--- src/rtl/mem_access_unit.sv ---
//------------------------------------------------------------------------------
// Module   : mem_access_unit
// Brief    : Turns multicycle-controller memory strobes into one req/ack
//            transaction; holds IR and MDR. Optional: MISALIGN_CHECK_EN.
// Revision : 1.0 - initial release
//------------------------------------------------------------------------------
`default_nettype none

module mem_access_unit #(
  parameter int DW      = 32,
  parameter int AW      = 32,
  parameter int TIMEOUT = 255
) (
  input  logic          clk,
  input  logic          rst,
  input  logic          mem_read,
  input  logic          mem_write,
  input  logic          ior_d,
  input  logic          ir_write,
  input  logic [AW-1:0] pc,
  input  logic [AW-1:0] alu_out,
  input  logic [DW-1:0] wdata,
  output logic          busy,
  output logic          done,
  output logic          err,
  output logic [DW-1:0] instr,
  output logic [5:0]    opcode,
  output logic [DW-1:0] mdr,
  output logic          m_req,
  output logic          m_we,
  output logic [AW-1:0] m_addr,
  output logic [DW-1:0] m_wdata,
  input  logic [DW-1:0] m_rdata,
  input  logic          m_ack
);

  localparam int             c_cnt_w  = (TIMEOUT > 0) ? $clog2(TIMEOUT + 1) : 1;
  localparam bit             c_tmo_en = (TIMEOUT > 0);
  localparam logic [c_cnt_w-1:0] c_tmo = c_cnt_w'(TIMEOUT);

  typedef enum logic [1:0] {
    S_IDLE = 2'd0,
    S_REQ  = 2'd1,
    S_HOLD = 2'd2
  } state_t;

  state_t               r_state;
  state_t               w_next;
  logic [AW-1:0]        r_addr;
  logic                 r_we;
  logic [DW-1:0]        r_wdata;
  logic                 r_irw;
  logic [c_cnt_w-1:0]   r_cnt;
  logic [DW-1:0]        r_instr;
  logic [DW-1:0]        r_mdr;
  logic                 r_done;
  logic                 r_err;

  logic [AW-1:0]        w_sel_addr;
  logic [c_cnt_w-1:0]   w_cnt_inc;
  logic                 w_misalign;
  logic                 w_launch;
  logic                 w_cnt_en;
  logic                 w_done_set;
  logic                 w_err_set;
  logic                 w_ld_mdr;
  logic                 w_ld_ir;

  assign w_sel_addr = ior_d ? alu_out : pc;
  assign w_cnt_inc  = r_cnt + 1'b1;

`ifdef MISALIGN_CHECK_EN
  assign w_misalign = |w_sel_addr[1:0];
`else
  assign w_misalign = 1'b0;
`endif

  always_ff @(posedge clk or posedge rst) begin
    if (rst) r_state <= S_IDLE;
    else     r_state <= w_next;
  end

  always_comb begin
    w_next     = r_state;
    w_launch   = 1'b0;
    w_cnt_en   = 1'b0;
    w_done_set = 1'b0;
    w_err_set  = 1'b0;
    w_ld_mdr   = 1'b0;
    w_ld_ir    = 1'b0;
    case (r_state)
      S_IDLE: begin
        if (mem_read ^ mem_write) begin
          if (w_misalign) begin
            w_err_set = 1'b1;
            w_next    = S_HOLD;
          end else begin
            w_launch = 1'b1;
            w_next   = S_REQ;
          end
        end else if (mem_read & mem_write) begin
          w_err_set = 1'b1;
          w_next    = S_HOLD;
        end
      end
      S_REQ: begin
        // An ack in the final timeout cycle still completes normally.
        if (m_ack) begin
          w_done_set = 1'b1;
          w_ld_mdr   = ~r_we;
          w_ld_ir    = ~r_we & r_irw;
          w_next     = S_HOLD;
        end else begin
          w_cnt_en = 1'b1;
          if (c_tmo_en && (w_cnt_inc == c_tmo)) begin
            w_err_set = 1'b1;
            w_next    = S_HOLD;
          end
        end
      end
      S_HOLD: begin
        if (!mem_read && !mem_write) w_next = S_IDLE;
      end
      default: w_next = S_IDLE;
    endcase
  end

  always_ff @(posedge clk or posedge rst) begin
    if (rst) begin
      r_addr  <= '0;
      r_we    <= 1'b0;
      r_wdata <= '0;
      r_irw   <= 1'b0;
      r_cnt   <= '0;
      r_instr <= '0;
      r_mdr   <= '0;
      r_done  <= 1'b0;
      r_err   <= 1'b0;
    end else begin
      r_done <= w_done_set;
      r_err  <= w_err_set;
      if (w_launch) begin
        r_addr  <= w_sel_addr;
        r_we    <= mem_write;
        r_wdata <= wdata;
        r_irw   <= ir_write;
        r_cnt   <= '0;
      end else if (w_cnt_en) begin
        r_cnt <= w_cnt_inc;
      end
      if (w_ld_mdr) r_mdr   <= m_rdata;
      if (w_ld_ir)  r_instr <= m_rdata;
    end
  end

  // Request is a direct decode of REQ so an async reset drops it at once.
  assign m_req   = (r_state == S_REQ);
  assign busy    = (r_state == S_REQ);
  assign m_we    = r_we;
  assign m_addr  = r_addr;
  assign m_wdata = r_wdata;
  assign done    = r_done;
  assign err     = r_err;
  assign instr   = r_instr;
  assign mdr     = r_mdr;
  assign opcode  = r_instr[31:26];

endmodule

`default_nettype wire
--- config.mk ---
export PLATFORM = sky130hd
export DESIGN_NAME = mem_access_unit
export DESIGN_NICKNAME = d
export VERILOG_FILES = /design/src/rtl/mem_access_unit.sv
export SDC_FILE = /design/constraint.sdc
export NUM_CORES = 1
export LEC_CHECK = 0
export BUFFER_PORTS_ARGS = -buffer_cell sky130_fd_sc_hd__buf_2
export CAP_MARGIN = 30
export CORE_UTILIZATION = 43
export CTS_BUF_LIST = sky130_fd_sc_hd__clkbuf_8 sky130_fd_sc_hd__clkbuf_16
export CTS_CLUSTER_SIZE = 28
export DETAILED_ROUTE_END_ITERATION = 10
export PLACE_DENSITY = 0.75
export SYNTH_ARGS = -nofsm -noshare
export SYNTH_HDL_FRONTEND = slang
export SYNTH_SLANG_ARGS = --single-unit
export TNS_END_PERCENT = 30
--- constraint.sdc ---
create_clock -name clk -period 5.5 [get_ports clk]
set_input_delay 0.275 -clock clk [delete_from_list [all_inputs] [get_ports clk]]
set_output_delay 0.275 -clock clk [all_outputs]
set_load 0.01 [all_outputs]
==> results of run 1 <==
## cells by family after synthesis
kind of cell	after synthesis	synth area share, %
AO/OA/AOI/OAI	50	4.64
XOR/XNOR	4	0.601
adder cells (fa/ha/maj)	5	1.07
buffers and inverters	38	3.09
flip-flops	142	61.0
multiplexers	130	24.4
AND/OR/NAND/NOR	64	5.17
## stage by stage
stage	power (mW)	area (sq um)	hold WS, ps	setup slack (ps)	instances
after global routing	4.77	7960	69.1	3210	892
after global placement	3.32	7320	358	3410	858
after floorplan	2.69	5830	407	1420	433
after CTS	4.56	7960	65.2	3370	892
after detailed placement	3.39	7350	372	3380	859
final	4.49	7960	86.6	3370	892
## worst max path at each step
stage | from | end | slack [ps] | depth (start not counted)
final | r_state[1] | instr[25] | 3370 | 6
after global routing | r_state[1] | instr[25] | 3210 | 6
after CTS | r_state[1] | instr[25] | 3370 | 6
after detailed placement | r_state[1] | instr[25] | 3380 | 6
after global placement | r_state[1] | instr[25] | 3410 | 6
after floorplan | rst | done | 1420 | 1
## power groups by stage
stage	Combinational (mW)	Sequential (mW)	Clock [mW]
finish	1.58	1.78	1.14
global route	1.72	1.85	1.20
CTS	1.60	1.79	1.17
detailed placement	1.60	1.79	0
global placement	1.55	1.77	0
floorplan	0.692	2.00	0
## state kept, by name (all words and copies together) (netlist names)
signal / count
mdr: 32
instr: 32
m_we: 1
m_addr: 32
r_irw: 1
r_state: 2
done: 1
r_cnt: 8
m_wdata: 32
err: 1
## worst max-delay path, delay by kind of cell, from the launching register on
family | cells | cell delay, ps
buffers and inverters | 2 | 680
DFF | 1 | 420
muxes | 1 | 350
and+or+nand+nor | 3 | 530
## cell type report
type | count | area [sq um]
Sequential cell | 142 | 3550
Clock buffer | 20 | 467
Fill cell | 1126 | 5290
Inverter | 9 | 38.8
Timing Repair Buffer | 280 | 1440
Multi-Input combinational cell | 253 | 2100
Tap cell | 176 | 220
Clock inverter | 12 | 133
## cell usage in the layout, fill, tap and decap left out, drive strengths merged
cell	instances
bufinv	2
dlygate4sd3	1
nand2b	2
o31ai	3
clkinv	4
nor2	41
o41ai	1
a21oi	33
clkinvlp	3
mux2i	32
and2	3
nand2	8
nand3	4
or4	1
xnor2	4
buf	279
o21ai	10
clkbuf	20
nor3b	3
ha	5
a22o	1
dfrtp	142
o32ai	1
inv	12
nor3	2
a31oi	1
mux2	98
## routing by layer
layer  track usage (%)  part of all wire (%)
met5                 0                     0
met4              9.02                   2.1
met3              7.72                   8.9
met2              35.4                    52
met1              21.3                    37
## what timing repair did
item | CTS | global route
endpoints found under the hold margin | 59 | 0
buffers inserted | 0 | 0
hold buffers | 1 | 0
gates resized for setup | 0 | 0
==> PnR_summary.wiki, run 1 <==
{| class="wikitable"
! Metric !! Value
|-
| Antenna violations before repair || 0
|-
| Residual DRC count || 0
|-
| Clock network fraction of total power || 25.3%
|-
| Worst Tran Pin Value || 886 ps
|-
| Layout net count || around 840
|-
| Worst path arrival time || 2430 ps
|-
| Worst-case hold path end point || instr[25]
|-
| Leftover overflow at the end of global routing || 0
|-
| Setup repair after global routing missed its margin || false
|-
| Vert. Die Dim || 118 um
|-
| Rel. slew slack || 40.9%
|-
| Maximum fanout along the worst path || 33
|-
| Critical path start-end classification || register to register
|-
| Clock tree from TritonCTS || yes
|-
| Global-route wire length before repair || 21800 um
|-
| Final worst path period need || 2130 ps
|-
| Root buffer cell || clkbuf_16
|-
| Area Overhead vs Synth || 36.6%
|-
| Max Fclk || between 400 and 500 MHz
|-
| Number of vias in the routed layout || 4384
|-
| Hold/Removal Path Class || input pin to register
|-
| Starting utilization of the core area || roughly 44%
|-
| Syn Nets || 573
|-
| Cell row count || 42
|-
| Avg Vias per Cell || ~5
|-
| Cell taking the most area after synthesis || dfrtp_1
|-
| Clock Latency Late Sink || 410 ps
|-
| Run status || completed
|-
| Beginning of the worst register-to-register path || r_state[1]
|-
| Startpoint type of the worst setup path || register
|-
| Worst R2R Setup Slack || 3370 ps
|-
| Sequence of cells on the critical path || nand2b_1 -> nor3b_4 -> buf_4 -> nand2_1 -> buf_4 -> mux2_1
|-
| Synth top cells by count || 142 x dfrtp_1, 97 x mux2_2, 41 x nor2_1, 33 x a21oi_1, 32 x mux2i_1
|-
| Post-Synthesis Cell Area || 0.00583 sq mm
|-
| Net Sw Power || 1.49 mW
|-
| Final count of hold timing violations || 0
|-
| Net switching share of the total power || 33.1%
|-
| Post-synth EDFFs || 0
|-
| DR iter-0 viols || 146
|-
| Floorplan core area || 0.0132 sq mm
|-
| Number of buffers created by CTS || 17
|-
| Cell seen most often among critical-path stages || buf_4
|-
| Post-Syn Area per Cell || 13.5 sq um
|-
| Cell-internal power || 3.01 mW
|-
| Cells after Synth || around 430
|-
| WHS Path Cells || 2
|-
| Crit Reg-Reg Endpoint || instr[25]
|-
| Proportion of synthesized flip-flops having asynchronous set or reset || 100%
|-
| Proportion of power drawn by combinational gates || 35.1%
|-
| Max IR drop VDD || between 0.3 and 0.4 mV
|-
| Top FF cell, synth || dfrtp_1
|-
| Die area || between 0.01 and 0.015 sq mm
|-
| I/O pin total || 274
|-
| Setup Total Neg Slack || 0 ps
|-
| Total wire length after detailed routing || 13500 um
|-
| Period utilization || 38.7%
|-
| Critical hold path startpoint || m_rdata[25]
|-
| Fraction of layout instances using a drive strength above 1 || 58.0%
|-
| Count of clock tree sinks || 142
|-
| Share of the synthesized area in the top cell type || 61.0%
|-
| Number of detailed-routing iterations run before antenna repair || 4
|-
| CP peak stage delay || 420 ps
|-
| H-Tree Depth || 4
|-
| Number of buffers added on ports || 273
|-
| Number of global-route vias before repair || 4538
|-
| Final GP Congestion || 0.851
|-
| Most frequent cell after synthesis || dfrtp_1
|-
| Max-slew violation total from the final report || 0
|-
| Final setup viols || 0
|-
| Maximum number of pins on one net before global-route repair || 74
|-
| Estimated wirelength of the detail-placed design || 9960 um
|-
| Pwr/cell area || roughly 560 mW/mm^2
|-
| Slowest cell on crit path || dfrtp_1
|-
| Register clock-pin slew on the reported worst setup and hold paths || 60 ps
|-
| Cells on worst reg2reg path || 6
|-
| Number of max-cap violations || 0
|-
| Total routing usage reported by global routing || 20.1%
|-
| Kind of end point of the critical path || register
|-
| Flop and latch count out of synthesis || 142
|-
| Die outline width || 118 um
|-
| Setup Skew || 5.29 ps
|-
| Top cells by area, synth || dfrtp_1 61%, mux2_2 19%, mux2i_1 5.5%
|-
| WP data required || 5800 ps
|-
| Average wire length per cell after detail routing || roughly 15 um
|-
| Post-DRT Antenna Nets || 0
|-
| Distinct cell type count after synthesis || 31
|-
| Clock tree buffer depth || 2
|-
| Synth warnings || 0
|-
| LEAKAGE || 4.03 nW
|-
| Share of the core filled with cells || between 60% and 70%
|-
| Sequential share of power || 39.6%
|-
| Ant diodes || 0
|-
| Sequential cell area fraction in the yosys report || 61.0%
|}
Note: power is estimated with default switching activity, not from simulation.
==> run 2: changes to the inputs <==
--- a/config.mk
+++ b/config.mk
@@ -7,11 +7,11 @@
 export LEC_CHECK = 0
 export BUFFER_PORTS_ARGS = -buffer_cell sky130_fd_sc_hd__buf_2
 export CAP_MARGIN = 30
-export CORE_UTILIZATION = 43
+export CORE_UTILIZATION = 42
 export CTS_BUF_LIST = sky130_fd_sc_hd__clkbuf_8 sky130_fd_sc_hd__clkbuf_16
 export CTS_CLUSTER_SIZE = 28
 export DETAILED_ROUTE_END_ITERATION = 10
-export PLACE_DENSITY = 0.75
+export PLACE_DENSITY = 0.76
 export SYNTH_ARGS = -nofsm -noshare
 export SYNTH_HDL_FRONTEND = slang
 export SYNTH_SLANG_ARGS = --single-unit
==> constraint.sdc (replaced) <==
create_clock -name clk -period 1.8 [get_ports clk]
set_input_delay 0.09 -clock clk [delete_from_list [all_inputs] [get_ports clk]]
set_output_delay 0.09 -clock clk [all_outputs]
set_load 0.01 [all_outputs]
==> run 2 against run 1 <==
Compared with the run above: wire length rose by 26%; sequential share of layout area fell by 6.3 points; cell count rose by 14%; clock skew rose by 4.5 ps; die area rose by 2.3%; sequential cell count did not move; design area rose by 16%; combinational power rose to 3.4 times the previous value; critical endpoint is now m_wdata[0].
==> PnR_summary.wiki, run 2 (synthesis results as in run 1) <==
{| class="wikitable"
! Metric !! Value
|-
| Run status || completed
|-
| Root buffer cell || clkbuf_16
|-
| Leftover overflow at the end of global routing || 0
|-
| Worst path arrival time || around 2000 ps
|-
| Hold/Removal Path Class || input pin to register
|-
| Slowest cell on crit path || dlygate4sd3_1
|-
| Critical Path Source || mem_write
|-
| Total wire length after detailed routing || 17000 um
|-
| Floorplan core area || 0.0134 sq mm
|-
| Kind of end point of the critical path || register
|-
| Final setup viols || 0
|-
| Setup Total Neg Slack || 0 ps
|-
| Maximum number of pins on one net before global-route repair || 89
|-
| Die area || 0.0143 sq mm
|-
| Avg Vias per Cell || a little under 5
|-
| Final worst path period need || 1750 ps
|-
| Max-slew violation total from the final report || 0
|-
| Vert. Die Dim || 120 um
|-
| Sequential share of power || 37.7%
|-
| LEAKAGE || 4.59 nW
|-
| I/O pin total || 274
|-
| Cell row count || between 40 and 50
|-
| Average wire length per cell after detail routing || between 15 and 20 um
|-
| Final GP Congestion || 0.825
|-
| Number of max-cap violations || 0
|-
| Starting utilization of the core area || 43.5%
|-
| Clock Latency Late Sink || 410 ps
|-
| Max IR drop VDD || 1.27 mV
|-
| Residual DRC count || 0
|-
| Estimated wirelength of the detail-placed design || 10500 um
|-
| Commonest non-fill, non-tap cell in the layout || buf_2
|-
| Ant diodes || 0
|-
| WP data required || between 2000 and 2500 ps
|-
| Layout net count || 970
|-
| Total placed instance area || 0.00746 sq mm
|-
| Number of global-route vias before repair || 5450
|-
| Final standard cell area without fillers || ~0.0093 sq mm
|-
| Sequence of cells on the critical path || dlygate4sd3_1 -> buf_2 -> inv_1 -> ha_1 -> nor3b_4 -> buf_6 -> buf_12 -> mux2_2
|-
| Count of clock tree sinks || around 140
|-
| Rel. slew slack || 55.5%
|-
| DR iter-0 viols || 272
|-
| Number of detailed-routing iterations run before antenna repair || 4
|-
| Period utilization || 97.4%
|-
| Critical path start-end classification || input pin to register
|-
| Number of cells in the design after placement || 872
|-
| Die outline width || between 100 and 150 um
|-
| Min Hold Slack || 9.00 ps
|-
| Antenna violations before repair || 0
|-
| Total routing usage reported by global routing || 23.8%
|-
| Most used cells in the layout excluding fill and tap cells || 273 x buf_2, 140 x dfrtp_1, 111 x dlygate4sd3_1, 97 x mux2_2, 40 x nor2_1
|-
| Worst Tran Pin Value || roughly 670 ps
|-
| Max Fclk || 570 MHz
|-
| Final count of hold timing violations || 0
|-
| Pwr/cell area || 1560 mW/mm^2
|-
| Critical hold path startpoint || pc[10]
|-
| Number of vias in the routed layout || roughly 5k
|-
| Global-route wire length before repair || 26300 um
|-
| Register clock-pin slew on the reported worst setup and hold paths || roughly 60 ps
|-
| Net switching share of the total power || between 30 and 40%
|-
| H-Tree Depth || 4
|-
| Clock tree buffer depth || 2
|-
| Setup Skew || 9.75 ps
|-
| Clock tree from TritonCTS || yes
|-
| Cell-internal power || 9.65 mW
|-
| Fraction of layout instances using a drive strength above 1 || between 50% and 60%
|-
| Number of buffers added on ports || 273
|-
| Number of buffers created by CTS || 17
|-
| Proportion of power drawn by combinational gates || between 30% and 40%
|-
| Post-route non-filler standard cell count || 1019
|-
| CP peak stage delay || a little over 500 ps
|-
| Clock network fraction of total power || 24.9%
|-
| Setup repair after global routing missed its margin || true
|-
| Maximum fanout along the worst path || 17
|-
| Post-DRT Antenna Nets || 0
|-
| Area Overhead vs Synth || 59.0%
|-
| Net Sw Power || 4.82 mW
|-
| Beginning of the worst register-to-register path || r_state[1]
|-
| Startpoint type of the worst setup path || input pin
|}
run 2: changes by cell type in the layout (fill, tap and decap cells not counted), sizes merged:
| cell | before | now |
|---|---|---|
| dlygate4sd3 | 1 | 111 |
| clkinv | 4 | 7 |
| bufinv | 2 | 3 |
| buf | 279 | 295 |
| clkinvlp | 3 | 2 |
| inv | 12 | 10 |
run 2: power groups by stage:
| stage | registers (mW) | logic [mW] | clock network [mW] |
|---|---|---|---|
| 5_1_grt | 5.63 | 5.80 | 3.81 |
| 3_5_place_dp | 5.46 | 5.05 | 0 |
| 4_1_cts | 5.44 | 5.25 | 3.67 |
| 2_1_floorplan | 6.12 | 2.11 | 0 |
| 6_report | 5.46 | 5.40 | 3.60 |
| 3_3_place_gp | 5.37 | 4.89 | 0 |
run 2: final cells by class:
| type | instances | area (sq um) |
|---|---|---|
| Multi-Input combinational cell | 253 | 2120 |
| Sequential cell | 142 | 3560 |
| Clock buffer | 19 | 453 |
| Clock inverter | 13 | 161 |
| Timing Repair Buffer | 407 | 2710 |
| Tap cell | 176 | 220 |
| Inverter | 9 | 37.5 |
| Fill cell | 938 | 4140 |
run 2: worst paths after layout:
check                                   to  slack, ps  cells after the start
worst max-delay path            m_wdata[0]         50                      8
worst min-delay path            m_addr[10]          9                      3
worst max register to register     mdr[25]         70                      4
worst min register to register   instr[25]        490                      1
max in group asynchronous          mdr[17]        850                      4
min in group asynchronous           mdr[4]        410                      4
run 2: per-layer routing:
layer,up-vias,GRT usage (%),wire length [um]
met2,163,43.7,9430
met4,0,11.0,547
met5,-,0,0
met1,2531,25.2,6390
met3,45,6.18,666
li1,2299,-,-
run 2: timing repair:
| item | CTS | global route |
|---|---|---|
| endpoints found under the setup margin | 0 | 74 |
| gates resized for setup | 0 | 11 |
| hold endpoints to repair | 265 | 0 |
| setup buffers | 0 | 2 |
| hold buffers | 111 | 0 |
run 2: per-stage QoR:
| stage | util, % | setup WS, ps | power, mW |
|---|---|---|---|
| after detailed placement | 55.7 | 42.5 | 10.5 |
| after global routing | 69.1 | -28.0 | 15.2 |
| after global placement | 55.7 | 81.1 | 10.3 |
| final | 69.1 | 46.1 | 14.5 |
| after CTS | 68.6 | 26.9 | 14.4 |
| after floorplan | - | -67.1 | 8.23 |
run 2: critical path: cells and delay by family:
family	cells	cell delay, ps
buf+inv	5	1010
fa+ha+maj	1	300
simple gates	1	290
mux	1	340
==> run 3: changes to the inputs <==
--- a/config.mk
+++ b/config.mk
@@ -7,11 +7,13 @@
 export LEC_CHECK = 0
 export BUFFER_PORTS_ARGS = -buffer_cell sky130_fd_sc_hd__buf_2
 export CAP_MARGIN = 30
+export CORE_MARGIN = 2
 export CORE_UTILIZATION = 42
 export CTS_BUF_LIST = sky130_fd_sc_hd__clkbuf_8 sky130_fd_sc_hd__clkbuf_16
 export CTS_CLUSTER_SIZE = 28
 export DETAILED_ROUTE_END_ITERATION = 10
 export PLACE_DENSITY = 0.76
+export RECOVER_POWER = 50
 export SYNTH_ARGS = -nofsm -noshare
 export SYNTH_HDL_FRONTEND = slang
 export SYNTH_SLANG_ARGS = --single-unit
==> run 3 against run 2 <==
Compared with the run above: worst setup slack worse by 36 ps; count of clock-buffer cells in the layout is 1 lower; critical path depth is 2 lower; die area is 3.4% higher; highest routed layer unchanged.
==> PnR_summary.wiki, run 3 (synthesis results as in run 1) <==
{| class="wikitable"
! Metric !! Value
|-
| Run status || completed
|-
| Register clock-pin slew on the reported worst setup and hold paths || 60 ps
|-
| Final worst path period need || approximately 1800 ps
|-
| Final GP Congestion || 0.789
|-
| Ant diodes || 0
|-
| Top Usage Layer GRT || met2
|-
| Total routing usage reported by global routing || 23.4%
|-
| Slowest cell on crit path || or4_4
|-
| Starting utilization of the core area || 42.5%
|-
| Pwr/cell area || ~1500 mW/mm^2
|-
| Post-route non-filler standard cell count || 1039
|-
| Critical path start-end classification || register to register
|-
| Kind of end point of the critical path || register
|-
| Commonest non-fill, non-tap cell in the layout || buf_2
|-
| Reg area || 0.00355 sq mm
|-
| Residual DRC count || 0
|-
| Met3 demand-to-capacity share in global routing || 7.40%
|-
| Die outline width || ~120 um
|-
| H-Tree Depth || 4
|-
| Setup Skew || 8.31 ps
|-
| Worst path arrival time || 2090 ps
|-
| Worst Tran Pin Value || 1020 ps
|-
| Max Fclk || 559 MHz
|-
| Hold/Removal Path Class || input pin to register
|-
| Die area || between 0.01 and 0.015 sq mm
|-
| Area taken by multi-input logic gates || approximately 0.0021 sq mm
|-
| Max-slew violation total from the final report || 0
|-
| Vert. Die Dim || 122 um
|-
| Average wire length per cell after detail routing || 17.4 um
|-
| Count of clock tree sinks || approximately 140
|-
| Startpoint type of the worst setup path || register
|-
| Estimated wirelength of the detail-placed design || 10100 um
|-
| Number of vias in the routed layout || 5139
|-
| Leftover overflow at the end of global routing || 0
|-
| Sequence of cells on the critical path || buf_4 -> nand2_1 -> xnor2_1 -> a31oi_1 -> or4_4 -> a22o_1
|-
| Root buffer cell || clkbuf_16
|-
| Clock tree buffer depth || 2
|-
| Number of max-cap violations || 0
|-
| Area Overhead vs Synth || 60.4%
|-
| Antenna violations before repair || 0
|-
| Clock tree from TritonCTS || yes
|-
| Met2 track demand over resource || 43.5%
|-
| Avg Vias per Cell || 4.95
|-
| Final count of hold timing violations || 0
|-
| LEAKAGE || 4.47 nW
|-
| Number of buffers created by CTS || 17
|-
| Number of buffers added on ports || 273
|-
| Rel. slew slack || about a third
|-
| DR iter-0 viols || 275
|-
| Post-DRT Antenna Nets || 0
|-
| Number of cells in the design after placement || a little under 900
|-
| Maximum number of pins on one net before global-route repair || 78
|-
| Maximum fanout along the worst path || 3
|-
| I/O pin total || 274
|-
| Setup repair after global routing missed its margin || true
|-
| Final setup viols || 0
|-
| Layout net count || 986
|-
| Number of global-route vias before repair || 5473
|-
| Setup Total Neg Slack || 0 ps
|-
| WP data required || 2100 ps
|-
| Total wire length after detailed routing || 18100 um
|-
| Floorplan core area || 0.0137 sq mm
|-
| Most used cells in the layout excluding fill and tap cells || 205 x buf_2, 142 x dfrtp_1, 129 x dlygate4sd3_1, 97 x mux2_2, 68 x clkbuf_1
|-
| Fillers || 959
|-
| Max IR drop VDD || around 1.0 mV
|-
| Number of detailed-routing iterations run before antenna repair || 4
|-
| Period utilization || 99.5%
|-
| Cell row count || between 40 and 50
|-
| Global-route wire length before repair || 26600 um
|-
| Clock Latency Late Sink || 410 ps
|-
| CP peak stage delay || ~540 ps
|-
| Met1 routing resource usage after global routing || between 20% and 30%
|-
| Fraction of layout instances using a drive strength above 1 || around 42%
|}
[run 3: changes by cell type in the layout (fill, tap and decap cells not counted), sizes merged]
cell         previous run  this run
clkbuf                 20        89
dlygate4sd3           111       129
inv                    10        14
clkinv                  7         4
buf                   295       223
[run 3: per-layer routing]
metal / up-vias / part of all wire (%) / wire, um
met4: 0 / 2.5 / 453
met2: 238 / 53 / 9630
met3: 43 / 7.2 / 1300
met1: 2532 / 37 / 6690
li1: 2326 / - / -
met5: - / 0 / 0
[run 3: area by class of cell]
type                    count  area share, %
repair buffers            423           30.0
clock inverters            14           1.78
inverters                   9          0.375
clock buffers              18           4.70
well taps                 180           2.41
flip-flops and latches    142           38.0
multi-input cells         253           22.7
[run 3: what timing repair did]
item | 4_1_cts | 5_1_grt
cloned | 0 | 2
endpoints found under the setup margin | 1 | 68
gates resized for setup | 1 | 5
buffers inserted | 1 | 2
hold endpoints to repair | 272 | 0
hold buffers | 129 | 0
[run 3: report_power, final]
part	leakage, nW	total, mW	switching [mW]	internal, mW
logic	2.45	5.33	2.76	2.57
clock network	0.305	3.60	1.38	2.22
registers	1.71	5.55	0.877	4.67
[run 3: per-stage QoR]
| stage | cell area (sq um) | total power, mW | setup slack [ps] | util [%] | hold WS (ps) |
|---|---|---|---|---|---|
| after floorplan | 5830 | 8.23 | -67.1 | - | 222 |
| after detailed placement | 7480 | 10.5 | -17.8 | 54.5 | 15.4 |
| after CTS | 9390 | 14.4 | 7.68 | 68.4 | 0.749 |
| after global routing | 9350 | 15.3 | -41.8 | 68.1 | 2.93 |
| after global placement | 7480 | 10.3 | 87.2 | 54.5 | 12.5 |
| final | 9350 | 14.5 | 9.83 | 68.1 | 27.5 |
[run 3: final timing paths]
kind | endpoint | startpoint | slack (ps) | cells after the start
max | r_state[0] | r_cnt[1] | 10 | 6
min | m_addr[21] | pc[21] | 30 | 3
max reg2reg | r_state[0] | r_cnt[1] | 10 | 6
min reg2reg | instr[22] | instr[22] | 500 | 1
max in group asynchronous | mdr[6] | rst | 390 | 4
min in group asynchronous | m_wdata[31] | rst | 130 | 3
[run 3: worst max-delay path: cells and delay by family (launching register included)]
family	cells	cell delay, ps
DFF	1	400
and+or+nand+nor	2	650
xor gates and xnor gates	1	150
buffers and inverters	1	150
AOI/OAI and AO/OA	2	330
